==> src/rtl/relu_pkg.sv <==
// Shared constants for the ReLU stream controller: default widths and FSM encoding.
package relu_pkg;

    localparam int unsigned DEF_DATA_W = 32;
    localparam int unsigned DEF_ADDR_W = 16;
    localparam int unsigned DEF_LEN_W  = 16;
    localparam int unsigned SIGN_BIT   = DEF_DATA_W - 1;

    localparam int unsigned STATE_W = 2;
    localparam logic [STATE_W-1:0] ST_IDLE  = 2'd0;
    localparam logic [STATE_W-1:0] ST_RUN   = 2'd1;
    localparam logic [STATE_W-1:0] ST_FLUSH = 2'd2;

endpackage

==> src/rtl/relu_core.sv <==
// Combinational ReLU core: negative words clamp to zero, others pass unchanged.
module relu_core
    import relu_pkg::*;
#(
    parameter int unsigned DATA_W   = DEF_DATA_W,
    parameter int unsigned SIGN_IDX = SIGN_BIT
) (
    input  logic              in_valid,
    input  logic [DATA_W-1:0] in_data,
    output logic              out_valid_c,
    output logic [DATA_W-1:0] out_data_c,
    output logic              out_neg_c
);

    assign out_valid_c = in_valid;
    assign out_neg_c   = in_valid && in_data[SIGN_IDX];
    assign out_data_c  = in_data[SIGN_IDX] ? '0 : in_data;

endmodule

==> src/rtl/relu_res_fifo.sv <==
// Two-entry result buffer; entry 0 is always the head so the write data comes straight from a flop.
module relu_res_fifo
    import relu_pkg::*;
#(
    parameter int unsigned DATA_W = DEF_DATA_W,
    parameter int unsigned DEPTH  = 2,
    localparam int unsigned CNT_W = $clog2(DEPTH + 1)
) (
    input  logic              clk,
    input  logic              rst_n,
    input  logic              clr,
    input  logic              push,
    input  logic              pop,
    input  logic [DATA_W-1:0] din,
    output logic [DATA_W-1:0] head,
    output logic [CNT_W-1:0]  cnt
);

    logic [DATA_W-1:0] d0;
    logic [DATA_W-1:0] d1;
    logic              do_push;
    logic              do_pop;

    assign do_pop  = pop && (cnt != '0);
    assign do_push = push && ((cnt != CNT_W'(DEPTH)) || do_pop);
    assign head    = d0;

    always_ff @(posedge clk or negedge rst_n) begin
        if (!rst_n) begin
            cnt <= '0;
            d0  <= '0;
            d1  <= '0;
        end else if (clr) begin
            cnt <= '0;
        end else begin
            case ({do_push, do_pop})
                2'b10: begin
                    if (cnt == '0) d0 <= din;
                    else           d1 <= din;
                    cnt <= cnt + CNT_W'(1);
                end
                2'b01: begin
                    d0  <= d1;
                    cnt <= cnt - CNT_W'(1);
                end
                2'b11: begin
                    // Head leaves while a new word arrives; the count is unchanged.
                    if (cnt == CNT_W'(1)) begin
                        d0 <= din;
                    end else begin
                        d0 <= d1;
                        d1 <= din;
                    end
                end
                default: ;
            endcase
        end
    end

endmodule

==> src/rtl/relu_stream_ctrl.sv <==
// Streams Len words from a source buffer through ReLU into a destination buffer,
// with credit-based read issue so the two-entry result buffer never overflows.
module relu_stream_ctrl
    import relu_pkg::*;
#(
    parameter int unsigned DATA_W     = DEF_DATA_W,
    parameter int unsigned ADDR_W     = DEF_ADDR_W,
    parameter int unsigned LEN_W      = DEF_LEN_W,
    parameter int unsigned FIFO_DEPTH = 2
) (
    input  logic              clk,
    input  logic              rst_n,
    input  logic              Start,
    input  logic              Abort,
    input  logic [ADDR_W-1:0] Src_Base,
    input  logic [ADDR_W-1:0] Dst_Base,
    input  logic [LEN_W-1:0]  Len,
    output logic              Rd_En,
    output logic [ADDR_W-1:0] Rd_Addr,
    input  logic [DATA_W-1:0] Rd_Data,
    output logic              Wr_En,
    output logic [ADDR_W-1:0] Wr_Addr,
    output logic [DATA_W-1:0] Wr_Data,
    input  logic              Wr_Ready,
    output logic              Busy,
    output logic              Done,
    output logic [LEN_W-1:0]  Neg_Count
);

    localparam int unsigned CNT_W = $clog2(FIFO_DEPTH + 1);
    localparam int unsigned OCC_W = CNT_W + 1;

    logic [STATE_W-1:0] state;
    logic [STATE_W-1:0] state_next;

    logic [LEN_W-1:0]  len_q;
    logic [LEN_W-1:0]  rd_cnt;
    logic [LEN_W-1:0]  wr_cnt;
    logic              inflight;
    logic [CNT_W-1:0]  fifo_cnt;
    logic [DATA_W-1:0] fifo_head;
    logic [OCC_W-1:0]  occ;

    logic              relu_valid_c;
    logic [DATA_W-1:0] relu_data_c;
    logic              relu_neg_c;

    logic rd_en_c;
    logic wr_en_c;
    logic pop_c;
    logic push_c;
    logic fifo_clr_c;
    logic start_run_c;
    logic start_empty_c;
    logic last_wr_c;

    relu_core #(
        .DATA_W   (DATA_W),
        .SIGN_IDX (DATA_W - 1)
    ) u_core (
        .in_valid    (inflight),
        .in_data     (Rd_Data),
        .out_valid_c (relu_valid_c),
        .out_data_c  (relu_data_c),
        .out_neg_c   (relu_neg_c)
    );

    relu_res_fifo #(
        .DATA_W (DATA_W),
        .DEPTH  (FIFO_DEPTH)
    ) u_fifo (
        .clk   (clk),
        .rst_n (rst_n),
        .clr   (fifo_clr_c),
        .push  (push_c),
        .pop   (pop_c),
        .din   (relu_data_c),
        .head  (fifo_head),
        .cnt   (fifo_cnt)
    );

    // Buffered plus in-flight results; a read may issue only if its result has a slot.
    assign occ = OCC_W'(fifo_cnt) + OCC_W'(inflight);

    always_ff @(posedge clk or negedge rst_n) begin
        if (!rst_n) state <= ST_IDLE;
        else        state <= state_next;
    end

    always_comb begin
        state_next    = state;
        rd_en_c       = 1'b0;
        wr_en_c       = 1'b0;
        pop_c         = 1'b0;
        push_c        = 1'b0;
        fifo_clr_c    = 1'b0;
        start_run_c   = 1'b0;
        start_empty_c = 1'b0;
        last_wr_c     = 1'b0;
        case (state)
            ST_IDLE: begin
                if (Start) begin
                    if (Len != '0) begin
                        start_run_c = 1'b1;
                        state_next  = ST_RUN;
                    end else begin
                        start_empty_c = 1'b1;
                    end
                end
            end
            ST_RUN: begin
                if (Abort) begin
                    fifo_clr_c = 1'b1;
                    state_next = ST_FLUSH;
                end else begin
                    wr_en_c   = (fifo_cnt != '0);
                    pop_c     = wr_en_c && Wr_Ready;
                    push_c    = relu_valid_c;
                    rd_en_c   = (rd_cnt < len_q) &&
                                (occ < OCC_W'(FIFO_DEPTH) + OCC_W'(pop_c));
                    last_wr_c = pop_c && (wr_cnt == len_q - LEN_W'(1));
                    if (last_wr_c) state_next = ST_IDLE;
                end
            end
            ST_FLUSH: state_next = ST_IDLE;
            default:  state_next = ST_IDLE;
        endcase
    end

    assign Rd_En   = rd_en_c;
    assign Wr_En   = wr_en_c;
    assign Wr_Data = fifo_head;

    // Run counters, addresses, status flags and the clamp counter.
    always_ff @(posedge clk or negedge rst_n) begin
        if (!rst_n) begin
            len_q     <= '0;
            rd_cnt    <= '0;
            wr_cnt    <= '0;
            inflight  <= 1'b0;
            Rd_Addr   <= '0;
            Wr_Addr   <= '0;
            Busy      <= 1'b0;
            Done      <= 1'b0;
            Neg_Count <= '0;
        end else begin
            inflight <= rd_en_c;
            Busy     <= (state_next != ST_IDLE);
            Done     <= start_empty_c || last_wr_c;
            if (start_run_c) begin
                len_q     <= Len;
                rd_cnt    <= '0;
                wr_cnt    <= '0;
                Rd_Addr   <= Src_Base;
                Wr_Addr   <= Dst_Base;
                Neg_Count <= '0;
            end else begin
                if (rd_en_c) begin
                    rd_cnt  <= rd_cnt + LEN_W'(1);
                    Rd_Addr <= Rd_Addr + ADDR_W'(1);
                end
                if (pop_c) begin
                    wr_cnt  <= wr_cnt + LEN_W'(1);
                    Wr_Addr <= Wr_Addr + ADDR_W'(1);
                end
                if (push_c && relu_neg_c && (Neg_Count != '1)) begin
                    Neg_Count <= Neg_Count + LEN_W'(1);
                end
                if (start_empty_c) Neg_Count <= '0;
            end
        end
    end

endmodule

==> config.mk <==
export PLATFORM = sky130hd
export DESIGN_NAME = relu_stream_ctrl
export DESIGN_NICKNAME = d
export VERILOG_FILES = /design/src/rtl/relu_pkg.sv /design/src/rtl/relu_core.sv /design/src/rtl/relu_res_fifo.sv /design/src/rtl/relu_stream_ctrl.sv
export SDC_FILE = /design/constraint.sdc
export NUM_CORES = 1
export LEC_CHECK = 0
export ABC_AREA = 1
export CAP_MARGIN = 0
export CORE_MARGIN = 10
export CORE_UTILIZATION = 54
export DETAILED_ROUTE_END_ITERATION = 7
export GPL_ROUTABILITY_DRIVEN = 0
export PLACE_DENSITY = 0.82
export SLEW_MARGIN = 20
export SYNTH_ARGS = -nofsm -noshare
export SYNTH_HDL_FRONTEND = slang
export SYNTH_SLANG_ARGS = --single-unit
==> constraint.sdc <==
create_clock -name clk -period 2.25 [get_ports clk]
set_input_delay 0.3375 -clock clk [delete_from_list [all_inputs] [get_ports clk]]
set_output_delay 0.3375 -clock clk [all_outputs]
set_load 0.1 [all_outputs]
==> run metrics <==
hpwl dp 18600 um; worst hold path type in -> async; maximum clock path buffer count 2; GR Overflow Total 0; Critical Path End Type output pin; Starting Density 54.8%; Nets about 1600; die height 152 um; Finished Layout Cells 1683; ant diodes 0; top cells by area, synth dfrtp_1, nand2_1, o21ai_0, nor2_1, inv_1; total of max-cap violations 0; final WL 26200 um; CTS H-tree lvls 4; min Tclk post-route 2.55 ns; status complete, but fails checks; maximum number of pins on one net before global-route repair 63; share of Yosys cell area claimed by the top area cell type 43.7%; synth warn 0; register area around 4100 um2; Via Count 9107; total power ~17 mW; EDFF count, synth 0; Worst-Margin Slew between 0.5 and 0.6 ns; WL per Instance 15.5 um; Cells after Synth between 1000 and 1500; worst hold margin 0.428 ns; FP Rows 48; overall die area 23200 um2; Tot GR Track Use 22.0%; Detailed Route Iter0 Violations around 590; DRT Pass-1 Iters 5; Die X ~150 um; crit path kind reg -> out; Worst slew margin 65.4%; syn nets ~1400; clock root buffer clkbuf_16; number of I/O pins roughly 170; area delta synth->final 29.6%; Multi-input gate area 4720 um2; final period utilization 114%; Yosys cell types 44; leakage power 5.93 nW; final worst slack -0.305 ns; power density over the cells roughly 1400 nW/um2; worst endpoint data arrival time 2.22 ns; PortBufs 167; async set-or-reset flop fraction in the synthesized netlist 100%; violated checks negative setup slack; TritonCTS clock tree yes; Placeable Area around 17000 um2; Worst-Skew Late Latency ~0.44 ns; # fillers 1351; layout cells sized above 1 15.0%; WP data required 1.91 ns; crit start category flop; biggest area consumer among synthesized cells dfrtp_1; critical path peak fanout 2; synthesized cell area 9450 um2; internal reg-to-reg setup slack 0.12 ns; sequential fraction of the synthesis area 43.7%; CTS Sinks 165; max frequency 0.391 GHz; Synth top cells by count nand2_1, dfrtp_1, nor2_1; vias in the first global route approximately 8900; placed insts roughly 1600; vias per cell 5.41; setup violators final 1; Yosys reg bits 165; Final Skew 0.0167 ns; Syn Area/Cell 7.55 um2; Max Slew Vio Count 0; DRC viols 0; most common cell in the netlist nand2_1; maximum VDD drop between 1.5 and 2 mV; CTS Buf Count 17; ANT nets after route 0; initial antenna violation count 0; RSZ-0062 raised after global routing yes; clock transition at the registers of the reported paths 0.08 ns; first-pass GRT wire length ~44000 um; Primary FF master, synth dfrtp_1; Final Hold Fails 0
[logic make-up after synthesis]
| logic type | count (synthesis) | synth area share [%] |
|---|---|---|
| AND/OR/NAND/NOR | 630 | 28.6 |
| buffers and inverters | 170 | 7.27 |
| XOR/XNOR | 49 | 4.69 |
| adder cells (fa/ha/maj) | 26 | 3.44 |
| AO/OA/AOI/OAI | 211 | 12.2 |
| flip-flops | 165 | 43.7 |
| other | 1 | 0.0397 |
[worst paths after layout]
path                                        end     startpoint  cells past startpoint
worst min register to register     u_fifo.d1[4]   u_fifo.d1[4]                      2
worst max-delay path                      Rd_En  u_fifo.cnt[0]                      8
min in group clk                       len_q[1]         Len[1]                      3
worst min-delay path                  len_q[10]          rst_n                      2
max in group asynchronous       u_fifo.head[24]          rst_n                      3
worst max register to register       Rd_Addr[2]  u_fifo.cnt[0]                     11
[critical path: stages, from the launching register on]
cell        delay (ns)
dfrtp_1           0.41
buf_6             0.14
ha_4              0.15
ha_4              0.14
a211o_1           0.26
nor4_4            0.28
nand2_4           0.10
clkinvlp_4        0.11
buf_12            0.17
[state kept, by name, summed over array words and instances (netlist names), 2 cells and up]
register / flops
u_fifo.d1: 31
state: 2
Neg_Count: 16
len_q: 16
u_fifo.cnt: 2
Rd_Addr: 16
wr_cnt: 16
Wr_Addr: 16
rd_cnt: 16
u_fifo.head: 31
[where the power goes]
group	switching, mW	internal [mW]	total, mW
Sequential	0.874	3.96	4.83
Clock	1.38	1.59	2.98
Combinational	6.95	2.42	9.38
[metrics by stage]
step	TNS, ns	util (%)	area (um2)	setup WS [ns]
after detailed placement	0	66.4	11400	0.0245
after global routing	-0.350	71.0	12200	-0.350
after floorplan	-0.101	-	9470	-0.0815
final	-0.305	71.0	12200	-0.305
after global placement	0	66.4	11400	0.106
after CTS	-0.274	70.5	12200	-0.274
[metal layers]
metal | global-route usage [%] | part of all wire, % | vias to the layer above
met5 | 0 | 0 | -
li1 | - | - | 4493
met1 | 27.4 | 42 | 4276
met3 | 5.25 | 6.2 | 39
met4 | 6.01 | 1.8 | 0
met2 | 37.1 | 50 | 299
[what timing repair did]
item                       4_1_cts  5_1_grt
setup endpoints to repair        1       24
setup buffers                    8        0
gates resized for setup          5       17
pin swaps                        2        1
hold buffers                     1        0
cloned                           0        1
hold endpoints to repair        47        0
[area by class of cell]
cell class                 instances  share of cell area [%]
clock inverter                    15                    1.49
clock buffer                      17                    3.47
multi-input combinational        917                    38.5
inverter                         119                    3.71
timing repair buffer             225                    16.6
sequential                       165                    33.8
tap                              225                    2.30
[layout by cell type (no fill, tap or decap), types with 4 or more instances in the layout]
master and n:
nand2_1 333, dfrtp_1 153, buf_4 129, nor2_1 124
inv_1 111, o21ai_0 111, nand3_1 86, clkdlybuf4s50_1 83
a21oi_1 53, nand4_1 35, xor2_1 32, nor3_1 28
ha_1 22, clkbuf_16 18, xnor2_1 16, dfrtp_2 12
o21ai_1 10, buf_12 9, o31ai_1 7, o211ai_1 7
inv_2 6, nand2_4 4, o21a_1 4, nand2_2 4
clkinvlp_4 4, a31oi_1 4, ha_4 4, inv_8 4
(Power assumes the default switching activity.)
